--- config.mk ---
export PLATFORM = sky130hd
export DESIGN_NAME = stack_ctl_flat
export DESIGN_NICKNAME = d
export VERILOG_FILES = /design/src/rtl/stack_ctl_if.sv /design/src/rtl/stack_ctl.sv /design/src/flat_wrapper.sv
export SDC_FILE = /design/constraint.sdc
export NUM_CORES = 1
export LEC_CHECK = 0
export ABC_AREA = 1
export ABC_CLOCK_PERIOD_IN_PS = 2500
export BUFFER_PORTS_ARGS = -buffer_cell sky130_fd_sc_hd__buf_2
export CAP_MARGIN = 20
export CORE_ASPECT_RATIO = 0.6
export CORE_MARGIN = 10
export CORE_UTILIZATION = 35
export DETAILED_ROUTE_END_ITERATION = 6
export SETUP_SLACK_MARGIN = 0.02
export SKIP_LAST_GASP = 1
export SLEW_MARGIN = 20
export SYNTH_ARGS = -nofsm -noshare
export SYNTH_HDL_FRONTEND = slang
export SYNTH_SLANG_ARGS = --single-unit
--- constraint.sdc ---
create_clock -name clk -period 2.5 [get_ports clk]
set_input_delay 0.25 -clock clk [delete_from_list [all_inputs] [get_ports clk]]
set_output_delay 0.25 -clock clk [all_outputs]
set_load 0.01 [all_outputs]
--- src/rtl/stack_ctl_if.sv ---
// Bundle of core, host, stack-memory and status signals around one j1a stack.
// The controller connects through the slave modport; the environment drives the master side.
interface stack_ctl_if #(
    parameter int WIDTH = 16,
    parameter int DEPTH = 5
);
    logic             cpu_push;
    logic             cpu_pop;
    logic [WIDTH-1:0] cpu_d;
    logic             cpu_clear;
    logic             cpu_stall;

    logic             host_req;
    logic             host_push;
    logic [WIDTH-1:0] host_d;
    logic             host_ack;
    logic [WIDTH-1:0] host_rdata;
    logic             host_err;

    logic             stk_push;
    logic             stk_pop;
    logic             stk_reset;
    logic [WIDTH-1:0] stk_d;
    logic [WIDTH-1:0] stk_q;

    logic [DEPTH:0]   depth;
    logic             full;
    logic             empty;
    logic             ovf;
    logic             unf;
    logic             err_clr;

    modport master (
        output cpu_push, cpu_pop, cpu_d, cpu_clear,
        output host_req, host_push, host_d,
        output stk_q, err_clr,
        input  cpu_stall, host_ack, host_rdata, host_err,
        input  stk_push, stk_pop, stk_reset, stk_d,
        input  depth, full, empty, ovf, unf
    );

    modport slave (
        input  cpu_push, cpu_pop, cpu_d, cpu_clear,
        input  host_req, host_push, host_d,
        input  stk_q, err_clr,
        output cpu_stall, host_ack, host_rdata, host_err,
        output stk_push, stk_pop, stk_reset, stk_d,
        output depth, full, empty, ovf, unf
    );
endinterface

--- src/rtl/stack_ctl.sv ---
// Depth tracking, core/host arbitration and clear sequencing for one j1a stack.
// Define STACK_CTL_CHECK_EN to suppress overflowing/underflowing operations and raise ovf/unf/host_err.
module stack_ctl #(
    parameter int WIDTH  = 16,
    parameter int DEPTH  = 5,
    parameter int STARVE = 4
) (
    input  logic        clk,
    input  logic        reset,
    stack_ctl_if.slave  bus
);
    localparam int              CAP      = 2 ** DEPTH;
    localparam logic [DEPTH:0]  CAP_V    = (DEPTH + 1)'(CAP);
    localparam logic [DEPTH:0]  ONE_V    = (DEPTH + 1)'(1);
    localparam int              CNT_W    = (STARVE < 1) ? 1 : $clog2(STARVE + 1);
    localparam logic [CNT_W-1:0] STARVE_V = CNT_W'(STARVE);

    typedef enum logic [1:0] {
        IDLE  = 2'd0,
        ISSUE = 2'd1,
        ACK   = 2'd2
    } state_t;

    state_t           state_reg;
    logic [DEPTH:0]   depth_reg;
    logic [DEPTH:0]   depth_next;
    logic [CNT_W-1:0] wait_reg;
    logic [CNT_W-1:0] wait_next;
    logic             stk_reset_reg;
    logic             ovf_reg;
    logic             unf_reg;
    logic             host_ack_reg;
    logic             host_err_reg;
    logic [WIDTH-1:0] host_rdata_reg;
    logic             hpush_reg;
    logic [WIDTH-1:0] hd_reg;

    logic core_ok;
    logic core_push;
    logic core_pop;
    logic host_act;
    logic req_push;
    logic req_pop;
    logic block_push;
    logic block_pop;
    logic fwd_push;
    logic fwd_pop;
    logic grant;

    always_comb begin
        // The core owns the port except while the stack is clearing or the host op is issued.
        core_ok   = !stk_reset_reg && (state_reg != ISSUE);
        core_push = bus.cpu_push && core_ok;
        core_pop  = bus.cpu_pop && !bus.cpu_push && core_ok;
        host_act  = (state_reg == ISSUE) && !stk_reset_reg;
        req_push  = host_act ? hpush_reg  : core_push;
        req_pop   = host_act ? !hpush_reg : core_pop;
`ifdef STACK_CTL_CHECK_EN
        block_push = req_push && (depth_reg == CAP_V);
        block_pop  = req_pop && (depth_reg == '0);
`else
        block_push = 1'b0;
        block_pop  = 1'b0;
`endif
        fwd_push = req_push && !block_push;
        fwd_pop  = req_pop && !block_pop;

        // A pending clear also blocks the grant so the host op never lands on a resetting stack.
        grant = (state_reg == IDLE) && bus.host_req && !stk_reset_reg && !bus.cpu_clear &&
                (!(bus.cpu_push || bus.cpu_pop) || (wait_reg == STARVE_V));

        depth_next = depth_reg;
        if (bus.cpu_clear) begin
            depth_next = '0;
        end else if (fwd_push) begin
            depth_next = depth_reg + ONE_V;
        end else if (fwd_pop) begin
            depth_next = depth_reg - ONE_V;
        end

        wait_next = '0;
        if ((state_reg == IDLE) && bus.host_req && !grant) begin
            wait_next = (wait_reg == STARVE_V) ? wait_reg : wait_reg + CNT_W'(1);
        end
    end

    always_ff @(posedge clk or posedge reset) begin
        if (reset) begin
            depth_reg     <= '0;
            stk_reset_reg <= 1'b1;
            ovf_reg       <= 1'b0;
            unf_reg       <= 1'b0;
            wait_reg      <= '0;
        end else begin
            depth_reg     <= depth_next;
            stk_reset_reg <= bus.cpu_clear;
            // A fresh error outranks a simultaneous clear request.
            ovf_reg       <= block_push || (ovf_reg && !bus.err_clr);
            unf_reg       <= block_pop  || (unf_reg && !bus.err_clr);
            wait_reg      <= wait_next;
        end
    end

    always_ff @(posedge clk or posedge reset) begin
        if (reset) begin
            state_reg      <= IDLE;
            host_ack_reg   <= 1'b0;
            host_err_reg   <= 1'b0;
            host_rdata_reg <= '0;
            hpush_reg      <= 1'b0;
            hd_reg         <= '0;
        end else begin
            case (state_reg)
                IDLE: begin
                    host_ack_reg <= 1'b0;
                    host_err_reg <= 1'b0;
                    if (grant) begin
                        state_reg <= ISSUE;
                        hpush_reg <= bus.host_push;
                        hd_reg    <= bus.host_d;
                    end
                end
                ISSUE: begin
                    // stk_q still shows the pre-operation top here, i.e. the popped word.
                    state_reg      <= ACK;
                    host_ack_reg   <= 1'b1;
                    host_rdata_reg <= bus.stk_q;
                    host_err_reg   <= block_push || block_pop;
                end
                ACK: begin
                    state_reg    <= IDLE;
                    host_ack_reg <= 1'b0;
                    host_err_reg <= 1'b0;
                end
                default: begin
                    state_reg    <= IDLE;
                    host_ack_reg <= 1'b0;
                    host_err_reg <= 1'b0;
                end
            endcase
        end
    end

    assign bus.cpu_stall  = (state_reg == ISSUE) || stk_reset_reg;
    assign bus.stk_push   = fwd_push;
    assign bus.stk_pop    = fwd_pop;
    assign bus.stk_d      = host_act ? hd_reg : bus.cpu_d;
    assign bus.stk_reset  = stk_reset_reg;
    assign bus.host_ack   = host_ack_reg;
    assign bus.host_rdata = host_rdata_reg;
    assign bus.host_err   = host_err_reg;
    assign bus.depth      = depth_reg;
    assign bus.full       = (depth_reg == CAP_V);
    assign bus.empty      = (depth_reg == '0);
    assign bus.ovf        = ovf_reg;
    assign bus.unf        = unf_reg;
endmodule

--- src/flat_wrapper.sv ---
// flat-port wrapper written by rule: the top's interface ports become plain ports
module stack_ctl_flat 
#(
    parameter int WIDTH  = 16,
    parameter int DEPTH  = 5,
    parameter int STARVE = 4
)
  (clk, reset, bus_cpu_push, bus_cpu_pop, bus_cpu_d, bus_cpu_clear, bus_host_req, bus_host_push, bus_host_d, bus_stk_q, bus_err_clr, bus_cpu_stall, bus_host_ack, bus_host_rdata, bus_host_err, bus_stk_push, bus_stk_pop, bus_stk_reset, bus_stk_d, bus_depth, bus_full, bus_empty, bus_ovf, bus_unf);
  stack_ctl_if #(.WIDTH(WIDTH), .DEPTH(DEPTH)) bus_i ();
  input  logic clk;
  input  logic reset;
  input wire logic [$bits(bus_i.cpu_push)-1:0] bus_cpu_push;
  input wire logic [$bits(bus_i.cpu_pop)-1:0] bus_cpu_pop;
  input wire logic [$bits(bus_i.cpu_d)-1:0] bus_cpu_d;
  input wire logic [$bits(bus_i.cpu_clear)-1:0] bus_cpu_clear;
  input wire logic [$bits(bus_i.host_req)-1:0] bus_host_req;
  input wire logic [$bits(bus_i.host_push)-1:0] bus_host_push;
  input wire logic [$bits(bus_i.host_d)-1:0] bus_host_d;
  input wire logic [$bits(bus_i.stk_q)-1:0] bus_stk_q;
  input wire logic [$bits(bus_i.err_clr)-1:0] bus_err_clr;
  output wire logic [$bits(bus_i.cpu_stall)-1:0] bus_cpu_stall;
  output wire logic [$bits(bus_i.host_ack)-1:0] bus_host_ack;
  output wire logic [$bits(bus_i.host_rdata)-1:0] bus_host_rdata;
  output wire logic [$bits(bus_i.host_err)-1:0] bus_host_err;
  output wire logic [$bits(bus_i.stk_push)-1:0] bus_stk_push;
  output wire logic [$bits(bus_i.stk_pop)-1:0] bus_stk_pop;
  output wire logic [$bits(bus_i.stk_reset)-1:0] bus_stk_reset;
  output wire logic [$bits(bus_i.stk_d)-1:0] bus_stk_d;
  output wire logic [$bits(bus_i.depth)-1:0] bus_depth;
  output wire logic [$bits(bus_i.full)-1:0] bus_full;
  output wire logic [$bits(bus_i.empty)-1:0] bus_empty;
  output wire logic [$bits(bus_i.ovf)-1:0] bus_ovf;
  output wire logic [$bits(bus_i.unf)-1:0] bus_unf;
  assign bus_i.cpu_push = bus_cpu_push;
  assign bus_i.cpu_pop = bus_cpu_pop;
  assign bus_i.cpu_d = bus_cpu_d;
  assign bus_i.cpu_clear = bus_cpu_clear;
  assign bus_i.host_req = bus_host_req;
  assign bus_i.host_push = bus_host_push;
  assign bus_i.host_d = bus_host_d;
  assign bus_i.stk_q = bus_stk_q;
  assign bus_i.err_clr = bus_err_clr;
  assign bus_cpu_stall = bus_i.cpu_stall;
  assign bus_host_ack = bus_i.host_ack;
  assign bus_host_rdata = bus_i.host_rdata;
  assign bus_host_err = bus_i.host_err;
  assign bus_stk_push = bus_i.stk_push;
  assign bus_stk_pop = bus_i.stk_pop;
  assign bus_stk_reset = bus_i.stk_reset;
  assign bus_stk_d = bus_i.stk_d;
  assign bus_depth = bus_i.depth;
  assign bus_full = bus_i.full;
  assign bus_empty = bus_i.empty;
  assign bus_ovf = bus_i.ovf;
  assign bus_unf = bus_i.unf;
  stack_ctl #(.WIDTH(WIDTH), .DEPTH(DEPTH), .STARVE(STARVE)) u_core (.clk(clk), .reset(reset), .bus(bus_i));
endmodule
After elaboration in Yosys (flattened, before gate mapping)
Index checks and enable logic that the tools add are counted.

storage, ports and cells
  flip-flop bits (word level) = 48
  input bits = 56
  output and inout bits = 48
  word-level logic and storage cells = 56

cells by class
  add/sub/neg operators = 3
  equality and inequality tests = 6
  mux-type cells = 11
  reductions and logical operators = 26

operator list
  kind                                                                      number
  6-bit 2-to-1 mux                                                          3
  16-bit 2-to-1 mux                                                         1
  1-bit logical AND                                                         12
  1-bit logical NOT                                                         7
  6-bit by 1-bit adder with 6-bit output (second input constant)            1
  6-bit == test (second input constant)                                     1
  6-bit logical NOT                                                         1
  3-bit 2-to-1 mux                                                          2
  6-bit by 1-bit subtractor with 6-bit output (second input constant)       1
  2-bit by 1-bit inequality test with 1-bit output (second input constant)  2
  2-bit case mux with 2 select lines                                        1
  3-bit by 1-bit adder with 3-bit output (second input constant)            1
  3-bit == test (second input constant)                                     1
  1-bit logical OR                                                          3
  1-bit 2-to-1 mux                                                          3
  3-bit nonzero test                                                        1
  2-bit by 1-bit == test with 1-bit output (second input constant)          1
  2-bit logical NOT                                                         1
  2-bit 2-to-1 mux                                                          1
  2-bit inequality test (second input constant)                             1
  2-bit AND reduction                                                       1

Logic depth before layout (Yosys ltp)
  depth in word-level cells = 8
  gate-level depth with buffers = 14
  depth with buffers taken out = 14

Worst setup path before layout
Ideal clock, no wire load.

  path kind = reg2reg
  start point = reg u_core.stk_reset_reg (netlist: u_core.bus.stk_reset)
  end point = reg u_core.depth_reg[5] (netlist: u_core.bus.depth[5])
  setup time = 117 ps
  data arrival time = 1,723 ps
  required time = 2,383 ps
  path slack = 659 ps
  cell stages (with the launch flop) = 11
  path buffers = 0
  clock period less this slack = 1,841 ps
  path through = dfstp_2 -> inv_2 -> nand4_1 -> nand2_2 -> inv_2 -> ha_1 -> a21o_1 -> nor2_2 -> nand3_1 -> nand3_1 -> nand2_1

between the ends
  longest elaborated chain between the ends = 6
  elaborated cells between the ends (all ways) = 10
  those cells by class = 4 x mux; 6 x reduce/logical

ends and longest elaborated chain
  what                      line                              source
  start: declaration        stack_ctl.sv:29                   logic stk_reset_reg;
  start signal: assignment  stack_ctl.sv:96                   stk_reset_reg <= bus.cpu_clear;
  1-bit logical NOT *       stack_ctl.sv:52, stack_ctl.sv:55
  1-bit logical AND         stack_ctl.sv:52                   core_ok = !stk_reset_reg && (state_reg != ISSUE);
  1-bit logical AND         stack_ctl.sv:53                   core_push = bus.cpu_push && core_ok;
  1-bit 2-to-1 mux *        stack_ctl.sv:56                   req_push = host_act ? hpush_reg : core_push;
  net bus_stk_push          flat_wrapper.sv:25                output wire logic [$bits(bus_i.stk_push)-1:0] bus_stk_push;
  6-bit 2-to-1 mux          stack_ctl.sv:75                   end else if (fwd_push) begin
  6-bit 2-to-1 mux          stack_ctl.sv:73                   if (bus.cpu_clear) begin
  end signal: assignment    stack_ctl.sv:95                   depth_reg <= depth_next;
  end: declaration          stack_ctl.sv:25                   logic [DEPTH:0] depth_reg;

Mark *: on every way through the listed nets, which the timed path passes. The rest lies on a longest branch.
A chain may end at the register's enable or synchronous reset.

Final worst setup path
  start point = reg u_core.state_reg[1]
  end point = out bus_stk_d[14]

between the ends
  longest elaborated chain between the ends = 3

ends and longest elaborated chain
  what                                      line                source
  start: declaration                        stack_ctl.sv:24     state_t state_reg;
  start signal: assignment                  stack_ctl.sv:106    state_reg <= IDLE;
  start signal: assignment                  stack_ctl.sv:118    state_reg <= ISSUE;
  start signal: assignment                  stack_ctl.sv:125    state_reg <= ACK;
  2-bit by 1-bit == test with 1-bit output  stack_ctl.sv:55     host_act = (state_reg == ISSUE) && !stk_reset_reg;
  1-bit logical AND                         stack_ctl.sv:55
  16-bit 2-to-1 mux                         stack_ctl.sv:147    assign bus.stk_d = host_act ? hd_reg : bus.cpu_d;
  end: declaration                          flat_wrapper.sv:28  output wire logic [$bits(bus_i.stk_d)-1:0] bus_stk_d;

Every way passes these cells.

==> metrics.md <==
| Metric | Value |
|---|---|
| Clk Latency, worst-skew pair | `0.29 ns` |
| Setup crit start kind | `flop` |
| RSZ-0062 raised after global routing | `no` |
| Clock tree root buffer cell | `clkbuf_8` |
| Hold Path Class | `input port to flop` |
| Post-cts sizing count | `0` |
| Non-Filler Instances | `about 490` |
| DRT Wirelength | `approximately 6.4 mm` |
| Layout Skew | `around 0.0094 ns` |
| Storage cell area | `between 1000 and 1500 µm²` |
| RD Place Congestion | `0.855` |
| Worst path required time | `approximately 2.3 ns` |
| Die width | `roughly 130 µm` |
| CORE AREA | `6300 µm²` |
| Worst reg2reg path depth | `10` |
| N_diodes | `0` |
| Cells after Synth | `303` |
| Largest net degree at the start of global routing | `31` |
| Fin crit share | `~77%` |
| Syn-to-layout area delta | `29.3%` |
| Hold_buf cts | `1` |
| Drt via density | `roughly 4.4` |
| Leakage | `between 1.5 and 2 nW` |
| Power per cell area | `789 nW/µm²` |
| Dpl ws | `roughly 0.60 ns` |
| Setup ws final | `between 0.5 and 0.6 ns` |
| Synthesized flop and latch total | `48` |
| Design Power | `about 2.4 mW` |
| Die height | `about 83 µm` |
| Max Cap Viol | `0` |
| Hold WS | `between 0.09 and 0.1 ns` |
| Initial core utilization | `37.2%` |
| Placed instance count | `around 480` |
| Area post-placement | `about 2900 µm²` |
| Maximum vdd drop | `0.306 mV` |
| Post-route ant nets | `0` |
| Slew Limit Fails | `0` |
| Mapped cell area | `between 2000 and 2500 µm²` |
| GR Overflow Total | `0` |
| Final core occ | `between 40% and 50%` |
| Register area share after synthesis | `51.2%` |
| Total negative setup slack | `0 ns` |
| Max FO, Critical Path | `20` |
| Slew headroom | `60.1%` |
| Final instance area | `3040 µm²` |
| Layout net count | `roughly 470` |
| I/O pin total | `104` |
| Clock buffer depth | `2` |
| Ys Warns | `0` |
| Shortest period the worst path allows | `1.93 ns` |
| Worst EP arrival | `around 1.7 ns` |
| FMAX | `518 MHz` |
| Count of cell types in the netlist | `30` |
| Post-CTS setup buffers | `0` |
| Clock sink total | `48` |
| Vias in the first global route | `2,307` |
| Footprint of the multi-input gates | `around 1000 µm²` |
| CTS tree | `done` |
| WHS Path Cells | `1` |
| FILL cells | `between 600 and 700` |
| Final setup vio count | `0` |
| Drt initial violations | `around 110` |
| Vias | `between 2,000 and 2,500` |
| H-tree depth | `2` |
| Worst Setup End Kind | `primary output` |
| Global-route wire length before repair | `11.1 mm` |
| Pre-Repair DR Iteration Count | `4` |
| DIE AREA | `roughly 10,000 µm²` |
| Crit Path Class | `flop to primary output` |
| Remaining DRCs | `0` |
| Endpoints failing hold | `0` |
| Run status | `completed` |
| GRT Total Usage | `roughly 12%` |
| Share of layout cells above drive strength 1 | `33.1%` |
| Site Rows | `22` |
| Clock transition at path regs | `around 0.090 ns` |
| Avg Synthesized Cell Area | `between 7 and 8 µm²` |
| Syn nets | `around 360` |
| Initial antenna violation count | `0` |
| WL/cell | `roughly 13 µm` |
| Port bufs | `102` |
| CTS Buf Count | `5` |
| Least-Margin Pin Slew | `0.598 ns` |
| Post-DP HPWL | `between 5 and 6 mm` |
-- cell usage after synthesis, drive strengths merged --
cell,n,share of area (%)
a21oi,4,0.85
a21o,1,0.32
nand3,12,3.0
inv,24,3.8
nor3b,1,0.32
xor2,2,0.75
dfstp,1,1.1
nor3,1,0.21
nor2,14,2.9
nand2,162,27
o21ai,11,2.5
clkinv,1,0.16
conb,1,0.16
clkbuf,3,0.48
a31oi,1,0.27
ha,5,2.7
nand4,2,0.53
xnor2,1,0.37
dfrtp,47,50
buf,7,1.9
o22ai,2,1.1
-- cell families after synthesis --
kind of cell | share of synthesized area [%]
simple gates | 33.5
flops | 51.2
buf+inv | 6.34
compound gates | 5.01
fa+ha+maj | 2.67
xor+xnor | 1.12
other cells | 0.160
-- metal layers --
layer,share of wire (%),up-vias,GRT usage (%)
met5,0,-,0
met4,0.43,0,2.17
met3,11,5,6.15
met2,43,76,18.4
met1,45,955,15.8
li1,-,1131,-
-- layout make-up --
type	instances	share of cell area, %
Clock buffer	5	2.27
Clock inverter	3	0.618
Inverter	25	3.09
Multi-Input combinational cell	220	32.8
Sequential cell	48	39.6
Tap cell	84	3.46
Timing Repair Buffer	107	18.1
-- worst max-delay path: stages (launching register included) --
cell and delay (ns):
dfrtp_1 0.39, inv_1 0.08, nand2_2 0.09, nor2_2 0.09
buf_4 0.20, inv_2 0.18, o21ai_0 0.19, buf_2 0.16
-- cells in the final DEF, fill, tap and decap left out, types with 2 or more instances in the layout --
master,count
dfrtp_1,47
nor2_2,3
ha_1,5
nand3_1,10
a21oi_1,4
o21ai_0,8
inv_1,19
xor2_1,2
clkbuf_8,5
buf_4,4
nand3_2,2
buf_2,102
nand4_1,2
nand2_2,6
o21ai_1,2
inv_2,5
o22ai_2,2
clkinv_2,2
nor2_1,10
nand2_1,156
-- path summary, 6_finish.rpt --
check                                                      startpoint                                     to  slack, ns
worst max-delay path                  u_core.state_reg[1]$_DFFE_PP0P_                          bus_stk_d[14]       0.57
worst min-delay path                                    bus_cpu_clear         u_core.bus.stk_reset$_DFF_PP1_        0.1
worst max register to register         u_core.bus.stk_reset$_DFF_PP1_        u_core.bus.depth[5]$_DFFE_PP0P_       0.57
worst min register to register  u_core.bus.host_rdata[12]$_DFFE_PP0N_  u_core.bus.host_rdata[12]$_DFFE_PP0N_       0.48
max in group asynchronous                                       reset         u_core.bus.stk_reset$_DFF_PP1_       1.27
min in group asynchronous                                       reset   u_core.bus.host_rdata[7]$_DFFE_PP0N_       0.48
-- report_power, final --
part           switching (mW)  internal (mW)
logic                   0.440          0.336
clock network           0.254          0.195
registers               0.155           1.02
total                   0.849           1.55
(Power assumes the default switching activity.)
